==> src/rtl/div_arbiter.sv <==
// div_arbiter: two-port arbiter and start/latency sequencer for the shared iterative divider.
// Build option: define DIV_ARB_RR_EN for round-robin tie breaking; otherwise port 0 has fixed priority.
module div_arbiter #(
  parameter int WIDTH        = 32,
  parameter int START_CYCLES = 1,
  parameter int LATENCY      = 33
) (
  input  logic             clock,
  input  logic             reset,
  input  logic             req0,
  input  logic             req1,
  input  logic [WIDTH-1:0] a0,
  input  logic [WIDTH-1:0] b0,
  input  logic [WIDTH-1:0] a1,
  input  logic [WIDTH-1:0] b1,
  output logic             done0,
  output logic             done1,
  output logic [WIDTH-1:0] q_out,
  output logic [WIDTH-1:0] r_out,
  output logic             dz,
  output logic             busy,
  output logic             div_start,
  output logic [WIDTH-1:0] div_a,
  output logic [WIDTH-1:0] div_b,
  input  logic [WIDTH-1:0] div_q,
  input  logic [WIDTH-1:0] div_r
);
  // state | meaning
  // IDLE  | waiting for a request; winner's operands latched on exit
  // LOAD  | div_start held high while the divider loads operands
  // RUN   | waiting out the divider's fixed latency
  // DONE  | one-cycle completion pulse to the granted port
  typedef enum logic [1:0] {IDLE, LOAD, RUN, DONE} state_t;

  localparam int MAX_CYC = (START_CYCLES > LATENCY) ? START_CYCLES : LATENCY;
  localparam int CW = $clog2(MAX_CYC) + 1;
  localparam logic [CW-1:0] START_LAST = CW'(START_CYCLES - 1);
  localparam logic [CW-1:0] RUN_LAST   = CW'(LATENCY - 1);

  state_t           state, state_nxt;
  logic [CW-1:0]    cnt, cnt_nxt;
  logic             gnt, gnt_nxt;
  logic             any_req, pick;
  logic [WIDTH-1:0] a_win, b_win;
  logic [WIDTH-1:0] a_nxt, b_nxt, q_nxt, r_nxt;
  logic             dz_nxt;

  assign any_req = req0 | req1;

`ifdef DIV_ARB_RR_EN
  logic last;

  // On a tie the port that was not granted last wins.
  assign pick = (req0 & req1) ? ~last : req1;

  always_ff @(posedge clock or negedge reset) begin
    if (!reset) begin
      last <= 1'b1;
    end else if (state == IDLE && any_req) begin
      last <= pick;
    end
  end
`else
  assign pick = ~req0;
`endif

  assign a_win = pick ? a1 : a0;
  assign b_win = pick ? b1 : b0;

  always_comb begin
    state_nxt = state;
    cnt_nxt   = cnt;
    gnt_nxt   = gnt;
    a_nxt     = div_a;
    b_nxt     = div_b;
    q_nxt     = q_out;
    r_nxt     = r_out;
    dz_nxt    = dz;
    case (state)
      IDLE: begin
        if (any_req) begin
          gnt_nxt = pick;
          a_nxt   = a_win;
          b_nxt   = b_win;
          cnt_nxt = '0;
          if (b_win == '0) begin
            // Divide by zero is answered directly; the divider is never started.
            state_nxt = DONE;
            q_nxt     = '1;
            r_nxt     = a_win;
            dz_nxt    = 1'b1;
          end else begin
            state_nxt = LOAD;
          end
        end
      end
      LOAD: begin
        if (cnt == START_LAST) begin
          state_nxt = RUN;
          cnt_nxt   = '0;
        end else begin
          cnt_nxt = cnt + CW'(1);
        end
      end
      RUN: begin
        if (cnt == RUN_LAST) begin
          state_nxt = DONE;
          q_nxt     = div_q;
          r_nxt     = div_r;
          dz_nxt    = 1'b0;
        end else begin
          cnt_nxt = cnt + CW'(1);
        end
      end
      DONE: state_nxt = IDLE;
      default: state_nxt = IDLE;
    endcase
  end

  always_ff @(posedge clock or negedge reset) begin
    if (!reset) begin
      state     <= IDLE;
      cnt       <= '0;
      gnt       <= 1'b0;
      div_a     <= '0;
      div_b     <= '0;
      q_out     <= '0;
      r_out     <= '0;
      dz        <= 1'b0;
      div_start <= 1'b0;
    end else begin
      state     <= state_nxt;
      cnt       <= cnt_nxt;
      gnt       <= gnt_nxt;
      div_a     <= a_nxt;
      div_b     <= b_nxt;
      q_out     <= q_nxt;
      r_out     <= r_nxt;
      dz        <= dz_nxt;
      div_start <= (state_nxt == LOAD);
    end
  end

  assign busy  = (state != IDLE);
  assign done0 = (state == DONE) & ~gnt;
  assign done1 = (state == DONE) & gnt;

endmodule

==> config.mk <==
export PLATFORM = sky130hd
export DESIGN_NAME = div_arbiter
export DESIGN_NICKNAME = d
export VERILOG_FILES = /design/src/rtl/div_arbiter.sv
export SDC_FILE = /design/constraint.sdc
export NUM_CORES = 1
export LEC_CHECK = 0
export CAP_MARGIN = 20
export CORE_MARGIN = 2
export CORE_UTILIZATION = 40
export CTS_CLUSTER_DIAMETER = 40
export DETAILED_ROUTE_END_ITERATION = 8
export GPL_TIMING_DRIVEN = 1
export HOLD_SLACK_MARGIN = 0.06
export PLACE_DENSITY = 0.79
export SLEW_MARGIN = 0
export SYNTH_ARGS = -nofsm -noshare
export SYNTH_HDL_FRONTEND = slang
export SYNTH_SLANG_ARGS = --single-unit
==> constraint.sdc <==
create_clock -name clock -period 7 [get_ports clock]
set_input_delay 1.4 -clock clock [delete_from_list [all_inputs] [get_ports clock]]
set_output_delay 1.4 -clock clock [all_outputs]
set_load 0.02 [all_outputs]
==> results of run 1 <==
==> cell families after synthesis <==
group / share of synthesized area [%]
simple gates: 12.3
flops: 50.7
mux: 22.6
compound gates: 9.93
buf+inv: 3.33
fa+ha+maj: 1.27
==> routing by layer <==
metal  vias up  GRT usage (%)  part of all wire [%]
li1       2841              -                     -
met1      2748           27.3                    41
met2       213           38.0                    50
met3        32           7.56                   7.6
met4         0           7.06                   2.2
met5         -              0                     0
==> power by group through the flow <==
stage | combinational [uW] | sequential, uW | clock, uW
after floorplan | 1060 | 1740 | 0
after global routing | 2640 | 1390 | 989
final | 2460 | 1350 | 932
after CTS | 2490 | 1350 | 955
after detailed placement | 2480 | 1360 | 0
after global placement | 2440 | 1340 | 0
==> state kept, by name, indices dropped and copies added (netlist names) <==
signal and cells:
q_out 32, r_out 32, gnt 1, dz 1
cnt 7, div_b 32, div_start 1, div_a 32
state 2
==> path summary, 6_finish.rpt <==
path / start / end / cells past startpoint
setup reg to reg: state[0] / r_out[25] / 7
hold / removal: div_b[21] / div_b[21] / 2
setup / recovery: req1 / r_out[25] / 7
hold reg to reg: div_b[21] / div_b[21] / 2
max in group asynchronous: reset / r_out[25] / 2
min in group asynchronous: reset / r_out[23] / 1
==> through the flow <==
| stage | cells | worst slack, ps | cell area, um^2 | hold WS (ps) | total power (uW) |
|---|---|---|---|---|---|
| after floorplan | 629 | 4090 | 6920 | 465 | 2800 |
| final | 1178 | 3220 | 11000 | 475 | 4740 |
| after global routing | 1178 | 3030 | 11000 | 496 | 5010 |
| after detailed placement | 1146 | 2780 | 10400 | 469 | 3840 |
| after global placement | 1146 | 2820 | 10400 | 460 | 3780 |
| after CTS | 1178 | 3240 | 11000 | 483 | 4790 |
==> final cells by class <==
cell class	count	area [um^2]	area share (%)
Sequential cell	140	3500	31.9
Timing Repair Buffer	333	3320	30.2
Multi-Input combinational cell	440	3220	29.4
Clock buffer	19	453	4.13
Tap cell	225	282	2.56
Clock inverter	13	164	1.49
Inverter	8	30.0	0.274
==> placed cells by master, fill, tap and decap left out, types with 7 or more instances in the layout <==
cell type / Yosys / routed
inv_1: 8 / 8
o21ai_0: 105 / 104
mux2_4: 50 / 50
nor2_1: 7 / 7
nand2b_1: 32 / 32
clkbuf_16: 0 / 17
nand2_1: 99 / 99
nor4_1: 17 / 17
mux2i_1: 64 / 64
mux2_2: 15 / 15
clkdlybuf4s50_1: 0 / 326
dfrtp_1: 140 / 140
==> worst max-delay path, cell delays in order <==
cell	delay, ps
clkdlybuf4s50_1	480
nor3b_1	380
a21oi_1	130
o2111ai_4	110
buf_4	520
buf_4	590
mux2_2	400
==> impl_results.rst, run 1 <==
.. list-table::
   :header-rows: 1

   * - Metric
     - Value
   * - Result of the run
     - finished clean
   * - Slew Viols, Final
     - 0
   * - Buffer type at the clock tree root
     - clkbuf_16
   * - Startpoint class of the critical path
     - primary input
   * - Asr flop ratio synth
     - 100%
   * - Via count of the first global-routing pass
     - 5900
   * - Critical path class
     - in -> reg
   * - Cell area power density
     - around 430 nW/um^2
   * - Vert. Die Dim
     - ~140 um
   * - Net Sw Frac
     - between 30 and 40%
   * - Number of unique standard cell types used by synthesis
     - 38
   * - Die Span X
     - 135 um
   * - Die area
     - between 15000 and 20000 um^2
   * - Setup violations, final
     - 0
   * - Tightest slew margin relative to the limit
     - 31.7%
   * - Static Leakage
     - between 0.004 and 0.005 uW
   * - WP data arrival
     - approximately 4100 ps
   * - DRC marker count from the first detailed-route iteration
     - 240
   * - Count of nets left with antenna violations after detail routing
     - 0
   * - Cell internal pwr
     - 2950 uW
   * - Final critical-path share of the clock period
     - 54.0%
   * - Net Switching
     - roughly 1800 uW
   * - Top cells by instance count after synthesis
     - dfrtp_1, o21ai_0, nand2_1
   * - Syn avg cell area
     - 11.0 um^2
   * - Total Nets Final
     - 1143
   * - Peak Freq
     - 0.265 GHz
   * - Nature of the critical path endpoint
     - flop
   * - Layout Utilization
     - between 60 and 70%
   * - Largest net degree at the start of global routing
     - 104
   * - HPWL after detailed placement
     - approximately 15000 um
   * - Clock network fraction of design power
     - about a fifth
   * - Top-count cell post-synth
     - dfrtp_1
   * - Final critical path time including I/O delays and setup
     - approximately 3800 ps
   * - Synthesized cell area
     - 6920 um^2
   * - Worst Clk Skew
     - 16.6 ps
   * - H-tree depth
     - 4
   * - Max VDD drop
     - around 0.22 mV
   * - Post-detailed-route DRC marker count
     - 0
   * - Worst Hold Class
     - reg -> reg
   * - Number of synthesized flops with an enable pin
     - 0
   * - Relative area change from synthesis to final layout
     - 58.7%
   * - Clock insertion delay at the later pin of the skew report
     - ~420 ps
   * - Sum of overflow across all layers after global routing
     - 0
   * - Pin slew with the least headroom to its limit
     - ~1000 ps
   * - Main area contributors after synthesis
     - dfrtp_1, mux2_4, mux2i_1
   * - Crit path required time
     - 7290 ps
   * - Average wire length per cell after detail routing
     - approximately 17 um
   * - Global Route Usage Sum
     - between 20 and 25%
   * - Vias per cell
     - just under 5
   * - Number of rows in the core area
     - 48
   * - Total iterations of the first detailed-routing run
     - 4
   * - Total wire length after detailed routing
     - 20500 um
   * - Synthesized netlist net count
     - ~830
   * - Max-cap violations
     - 0
   * - Register-to-Register Setup Slack
     - around 3400 ps
   * - Max Buffers Root-to-Sink
     - 2
   * - Unrepaired setup endpoints after global routing
     - false
   * - Routed vias
     - approximately 5800
   * - Antenna violations before repair
     - 1
   * - CTS tree
     - built
   * - Wire length of the first global-routing pass
     - 31800 um
   * - Number of buffer cells added on primary ports
     - approximately 330
   * - Total of flip-flops plus latches after synthesis
     - 140
   * - Buffer count from post-CTS setup fixing
     - 0
   * - Total number of clock tree sinks
     - 140
   * - Critical Path Fanout Max
     - 34
   * - Yosys top cell by area
     - dfrtp_1
   * - Comb power frac
     - between 50% and 60%
   * - Total I/O pin count
     - between 300 and 400
   * - # hold bufs at CTS
     - 0
   * - Most instantiated flip-flop cell in the synthesis netlist
     - dfrtp_1
   * - Final-layout setup total negative slack
     - 0 ps
   * - Number of endpoints with negative hold slack in the final report
     - 0
   * - Post-CTS clock slew at the launch and capture registers of the worst setup and hold paths
     - roughly 60 ps
   * - Clock buffer count from CTS
     - 17
   * - Initial cell density of the core
     - roughly 40%
   * - Fraction of post-synthesis cell area in the top cell type by area
     - 50.7%
   * - Final-layout fill cell count
     - 1409
   * - Weighted congestion at the end of routability-driven global placement
     - roughly 0.83
   * - Diode count
     - 0
   * - Yosys warns
     - 0
   * - Proportion of layout cells with a drive suffix above 1
     - 11.5%
   * - Share of synthesized area occupied by flip-flops and latches
     - between 50 and 60%
   * - Part of the power in registers
     - between 20% and 30%
   * - CTS-repair resized insts
     - 0
   * - Floorplan core area
     - ~17000 um^2
   * - Count of mapped cells out of synthesis
     - about 630
Power figures use the tool's default switching activity.
==> run 2, diff against run 1 <==
--- a/config.mk
+++ b/config.mk
@@ -7,12 +7,12 @@
 export LEC_CHECK = 0
 export CAP_MARGIN = 20
 export CORE_MARGIN = 2
-export CORE_UTILIZATION = 40
+export CORE_UTILIZATION = 37
 export CTS_CLUSTER_DIAMETER = 40
 export DETAILED_ROUTE_END_ITERATION = 8
 export GPL_TIMING_DRIVEN = 1
 export HOLD_SLACK_MARGIN = 0.06
-export PLACE_DENSITY = 0.79
+export PLACE_DENSITY = 0.77
 export SLEW_MARGIN = 0
 export SYNTH_ARGS = -nofsm -noshare
 export SYNTH_HDL_FRONTEND = slang
==> constraint.sdc (replaced) <==
create_clock -name clock -period 3.3 [get_ports clock]
set_input_delay 0.66 -clock clock [delete_from_list [all_inputs] [get_ports clock]]
set_output_delay 0.66 -clock clock [all_outputs]
set_load 0.02 [all_outputs]
==> run 2 against run 1 <==
Net effect:
- register-to-register slack worse by 2700 ps
- worst setup slack lost 2700 ps
- critical endpoint is now busy
- flip-flop and latch count did not move
- sequential power up 110%
- core utilization shrank 4.1 points
- sequential share of layout area down 0.42 points
- cell area grew 1.3%
- clock-buffer cell count decreased by 1
- total power is 120% higher
==> impl_results.rst, run 2 (same netlist as run 1, synthesis figures left out) <==
.. list-table::
   :header-rows: 1

   * - Metric
     - Value
   * - Slew Viols, Final
     - 0
   * - Final critical path time including I/O delays and setup
     - 2800 ps
   * - Post-CTS clock slew at the launch and capture registers of the worst setup and hold paths
     - approximately 60 ps
   * - Unrepaired setup endpoints after global routing
     - false
   * - CTS tree
     - built
   * - Buffer count from post-CTS setup fixing
     - 0
   * - Worst Hold Class
     - in -> async
   * - Layout Utilization
     - 60.1%
   * - Number of buffer cells added on primary ports
     - 328
   * - Die Span X
     - approximately 140 um
   * - H-tree depth
     - 4
   * - DRC marker count from the first detailed-route iteration
     - between 200 and 300
   * - Pin slew with the least headroom to its limit
     - 703 ps
   * - WP data arrival
     - about 2100 ps
   * - Relative area change from synthesis to final layout
     - 60.8%
   * - Clock insertion delay at the later pin of the skew report
     - about 410 ps
   * - Worst reg-to-reg path cell count
     - 7
   * - Total I/O pin count
     - around 330
   * - Via count of the first global-routing pass
     - between 5000 and 6000
   * - Final-layout setup total negative slack
     - 0 ps
   * - Die area
     - 19800 um^2
   * - Antenna violations before repair
     - 0
   * - Register-to-Register Setup Slack
     - around 730 ps
   * - Count of nets left with antenna violations after detail routing
     - 0
   * - Total number of clock tree sinks
     - 140
   * - Total iterations of the first detailed-routing run
     - 5
   * - Number of rows in the core area
     - 50
   * - Startpoint class of the critical path
     - flop
   * - Wire length of the first global-routing pass
     - roughly 33000 um
   * - HPWL after detailed placement
     - about 16000 um
   * - Floorplan core area
     - roughly 19000 um^2
   * - Result of the run
     - finished clean
   * - Total wire length after detailed routing
     - between 20000 and 25000 um
   * - Initial cell density of the core
     - about 37%
   * - Cell area power density
     - slightly above 900 nW/um^2
   * - Commonest cells after routing, fill and taps aside
     - clkdlybuf4s50_1, dfrtp_1, o21ai_0
   * - Peak Freq
     - 0.357 GHz
   * - Max Buffers Root-to-Sink
     - 2
   * - Nature of the critical path endpoint
     - output pin
   * - Largest net degree at the start of global routing
     - about 90
   * - Critical Path Fanout Max
     - 10
   * - Sum of overflow across all layers after global routing
     - 0
   * - Most common cell after layout, fill and taps aside
     - clkdlybuf4s50_1
   * - Critical path class
     - reg -> out
   * - Tightest slew margin relative to the limit
     - between 50% and 60%
   * - Vias per cell
     - 4.90
   * - Endpoint of the worst-slack reg-to-reg timing path
     - r_out[12]
   * - Weighted congestion at the end of routability-driven global placement
     - roughly 0.87
   * - Setup violations, final
     - 0
   * - Worst Clk Skew
     - 9.18 ps
   * - Number of endpoints with negative hold slack in the final report
     - 0
   * - Fin cells
     - between 1000 and 1500
   * - Static Leakage
     - just under 0.005 uW
   * - Crit path required time
     - around 2600 ps
   * - Total Nets Final
     - between 1000 and 1500
   * - Buffer type at the clock tree root
     - clkbuf_16
   * - Final-layout fill cell count
     - approximately 1600
   * - Final critical-path share of the clock period
     - ~85%
   * - Max VDD drop
     - 0.514 mV
   * - Global Route Usage Sum
     - about a fifth
   * - # hold bufs at CTS
     - 0
   * - Diode count
     - 0
   * - Max-cap violations
     - 0
   * - Post-detailed-route DRC marker count
     - 0
   * - FF-to-FF Start
     - state[0]
   * - Routed vias
     - a little under 6000
   * - Average wire length per cell after detail routing
     - ~17 um
   * - Vert. Die Dim
     - 141 um
   * - Proportion of layout cells with a drive suffix above 1
     - between 10 and 15%
   * - Clock buffer count from CTS
     - 17
   * - CTS-repair resized insts
     - 0
   * - Cells after DPL
     - ~1200
==> run 2: cell count changes in the layout (fill, tap and decap cells not counted) <==
cell and change:
clkinvlp_4 -1, clkbuf_8 -1, clkinv_4 +2, inv_6 +1, bufinv_16 +1, inv_8 +1, buf_12 +4, clkinv_2 -3
buf_4 +3
==> run 2: report_power, final <==
part           internal (uW)  switching (uW)
Sequential              2450             407
Combinational           2640            2670
Clock                   1300             781
==> run 2: how the worst max path moves through the flow <==
stage / startpoint / endpoint / slack [ps] / cells after the start
final: state[0] / busy / 500 / 4
after global placement: b1[25] / q_out[7] / 260 / 7
after detailed placement: b1[7] / r_out[7] / 230 / 7
after global routing: state[0] / busy / 350 / 4
after CTS: state[0] / busy / 480 / 4
after floorplan: cnt[0] / dz / 1030 / 9
==> run 2: final cells by class <==
class | instances | area, um^2 | area share (%)
Multi-Input combinational cell | 440 | 3220 | 29.0
Timing Repair Buffer | 340 | 3420 | 30.8
Clock inverter | 14 | 209 | 1.88
Inverter | 8 | 30.0 | 0.270
Tap cell | 234 | 293 | 2.63
Sequential cell | 140 | 3500 | 31.5
Clock buffer | 18 | 439 | 3.95
==> run 2: metrics by stage <==
stage / hold slack [ps] / setup WS [ps] / power [uW] / instance area [um^2]
final: 293 / 497 / 10300 / 11100
after floorplan: 364 / 1030 / 5930 / 6920
after CTS: 298 / 478 / 10400 / 11100
after global placement: 461 / 255 / 8110 / 10500
after global routing: 331 / 350 / 10900 / 11100
after detailed placement: 469 / 235 / 8230 / 10500
==> run 2: metal layers <==
layer | GRT usage, % | vias to the layer above | routed length (um)
li1 | - | 2838 | -
met1 | 26.9 | 2765 | 8950
met2 | 35.0 | 225 | 9970
met3 | 6.25 | 22 | 1470
met4 | 5.58 | 0 | 356
met5 | 0 | - | 0
==> run 2: worst max-delay path, cell delays in order (launching register included) <==
cell             delay, ps
dfrtp_1                440
inv_1                  140
ha_1                   430
inv_1                  140
clkdlybuf4s50_1        580
==> run 3, diff against run 2 <==
--- a/config.mk
+++ b/config.mk
@@ -7,12 +7,12 @@
 export LEC_CHECK = 0
 export CAP_MARGIN = 20
 export CORE_MARGIN = 2
-export CORE_UTILIZATION = 37
+export CORE_UTILIZATION = 40
 export CTS_CLUSTER_DIAMETER = 40
 export DETAILED_ROUTE_END_ITERATION = 8
 export GPL_TIMING_DRIVEN = 1
 export HOLD_SLACK_MARGIN = 0.06
-export PLACE_DENSITY = 0.77
+export PLACE_DENSITY = 0.79
 export SLEW_MARGIN = 0
 export SYNTH_ARGS = -nofsm -noshare
 export SYNTH_HDL_FRONTEND = slang
==> constraint.sdc (replaced) <==
create_clock -name clock -period 2.6 [get_ports clock]
set_input_delay 0.52 -clock clock [delete_from_list [all_inputs] [get_ports clock]]
set_output_delay 0.52 -clock clock [all_outputs]
set_load 0.02 [all_outputs]
==> run 3 against run 2 <==
Net effect:
- sequential share of layout area down 0.22 points
- critical path depth up 5
- worst setup slack worse by 430 ps
- register-to-register slack worse by 670 ps
- cell count up 0.25%
- flip-flop and latch count unchanged
- cell area up 0.71%
- clock power up 15%
- combinational power up 32%
- die area down 7.3%
- via count up 1.8%
- highest routed layer unchanged
==> impl_results.rst, run 3 (same netlist as run 1, synthesis figures left out) <==
.. list-table::
   :header-rows: 1

   * - Metric
     - Value
   * - Final critical path time including I/O delays and setup
     - about 2500 ps
   * - Critical path class
     - reg -> reg
   * - Max-cap violations
     - 0
   * - Pin slew with the least headroom to its limit
     - approximately 570 ps
   * - Stage delay of the slowest cell on the critical path
     - roughly 490 ps
   * - Die area
     - around 18000 um^2
   * - Post-place instance area
     - between 10000 and 15000 um^2
   * - Via count of the first global-routing pass
     - 5954
   * - Peak Freq
     - about 0.39 GHz
   * - Total iterations of the first detailed-routing run
     - 4
   * - Initial cell density of the core
     - between 40% and 50%
   * - Result of the run
     - finished clean
   * - Number of buffer cells added on primary ports
     - 328
   * - DRC marker count from the first detailed-route iteration
     - about 210
   * - Vert. Die Dim
     - ~140 um
   * - Post-route standard cell area excluding fillers
     - 11200 um^2
   * - Total Nets Final
     - 1162
   * - CTS tree
     - built
   * - Routed vias
     - 5954
   * - Total number of clock tree sinks
     - 140
   * - Global Route Usage Sum
     - a little under a quarter
   * - H-tree depth
     - 4
   * - Diode count
     - 0
   * - Wire length of the first global-routing pass
     - around 33000 um
   * - Sum of overflow across all layers after global routing
     - 0
   * - Nature of the critical path endpoint
     - flop
   * - Final-layout fill cell count
     - 1386
   * - Antenna violations before repair
     - 0
   * - Worst Clk Skew
     - between 6 and 7 ps
   * - Critical Path Fanout Max
     - 18
   * - Static Leakage
     - slightly below 0.005 uW
   * - Most common cell after layout, fill and taps aside
     - clkdlybuf4s50_1
   * - Proportion of layout cells with a drive suffix above 1
     - about 13%
   * - Final critical-path share of the clock period
     - a little over nine tenths
   * - Largest net degree at the start of global routing
     - 130
   * - Commonest cells after routing, fill and taps aside
     - clkdlybuf4s50_1, dfrtp_1, o21ai_0
   * - Crit path required time
     - a little under 3000 ps
   * - Average wire length per cell after detail routing
     - roughly 18 um
   * - Global routing usage on met2
     - roughly two fifths
   * - Cell area power density
     - 1170 nW/um^2
   * - Post-detailed-route DRC marker count
     - 0
   * - Setup violations, final
     - 0
   * - Max VDD drop
     - slightly above 0.6 mV
   * - Buffer type at the clock tree root
     - clkbuf_16
   * - Cell with the most instances on the worst path
     - buf_12
   * - Number of endpoints with negative hold slack in the final report
     - 0
   * - Post-CTS clock slew at the launch and capture registers of the worst setup and hold paths
     - roughly 60 ps
   * - Power consumption
     - about 13000 uW
   * - Worst Hold Class
     - in -> async
   * - WP data arrival
     - 2830 ps
   * - Max Buffers Root-to-Sink
     - 2
   * - Vias per cell
     - 4.97
   * - Clock insertion delay at the later pin of the skew report
     - 410 ps
   * - Total I/O pin count
     - 329
   * - HPWL after detailed placement
     - between 15000 and 20000 um
   * - Die Span X
     - 135 um
   * - Weighted congestion at the end of routability-driven global placement
     - between 0.9 and 1
   * - Number of rows in the core area
     - 48
   * - Startpoint class of the critical path
     - flop
   * - Count of nets left with antenna violations after detail routing
     - 0
   * - Buf/Inv on CP
     - 3
   * - Grt peak-use layer
     - met2
   * - Sequence of cells on the critical path
     - inv_1, ha_1, or4b_4, or2_4, o21ai_4, o2111ai_4, buf_12, buf_12, mux2_4
   * - M3 GR Usage
     - between 7 and 8%
   * - Slowest stage cell, crit path
     - or4b_4
   * - Clock buffer count from CTS
     - 17
   * - Top Family by Delay on Critical Path
     - simple AND/OR/NAND/NOR gates
   * - Floorplan core area
     - 17100 um^2
   * - Relative area change from synthesis to final layout
     - 61.9%
   * - # hold bufs at CTS
     - 0
   * - Global-route track usage on met1
     - 28.5%
   * - Slew Viols, Final
     - 0
   * - Total wire length after detailed routing
     - 21500 um
   * - Tightest slew margin relative to the limit
     - between 60% and 70%
## run 3: changes by cell type in the layout (fill, tap and decap cells not counted), sizes merged
cell | before | now
buf | 14 | 24
dlygate4sd2 | 0 | 1
clkinv | 5 | 7
bufinv | 4 | 2
clkbuf | 18 | 20
clkdlybuf4s50 | 326 | 325
clkinvlp | 1 | 4
inv | 12 | 9
## run 3: power by group
group / switching (uW) / internal, uW
sequential: 517 / 3120
clock: 964 / 1440
combinational: 3500 / 3520
total: 4980 / 8070
## run 3: path summary, 6_finish.rpt
path	start	end	slack (ps)	cells past startpoint
worst max-delay path	cnt[0]	r_out[7]	60	9
worst min-delay path	reset	div_b[5]	80	1
worst max register to register	cnt[0]	r_out[7]	60	9
worst min register to register	div_b[25]	div_b[25]	480	2
max in group asynchronous	reset	div_b[24]	1820	2
min in group clock	div_b[25]	div_b[25]	480	2
## run 3: cell type report
cell class                 instances  area, um^2  share of cell area, %
clock buffer                      18         439                   3.92
clock inverter                    14         145                   1.30
inverter                           8        30.0                  0.268
multi-input combinational        440        3240                   28.9
sequential                       140        3500                   31.3
tap                              225         282                   2.51
timing repair buffer             352        3560                   31.8
## run 3: what timing repair did
action,in CTS,in global routing
buffers inserted,0,1
gates resized for setup,1,3
gates cloned,0,3
setup endpoints to repair,1,64
pin swaps,0,1
## run 3: layer usage
metal  vias up  wire length [um]
met5         -                 0
met2       214             10700
met1      2846              8980
li1       2874                 -
met3        20              1560
met4         0               310
## run 3: metrics by stage
stage / setup slack [ps] / hold WS (ps) / std cells / TNS, ps / utilization, %
after floorplan: 328 / 224 / 629 / 0 / -
final: 63.8 / 83.1 / 1197 / 0 / 65.4
after global placement: -224 / 460 / 1161 / -12730 / 61.5
after CTS: 4.14 / 87.3 / 1193 / 0 / 64.9
after global routing: -0.848 / 106 / 1197 / -0.848 / 65.4
after detailed placement: -269 / 470 / 1161 / -15350 / 61.5
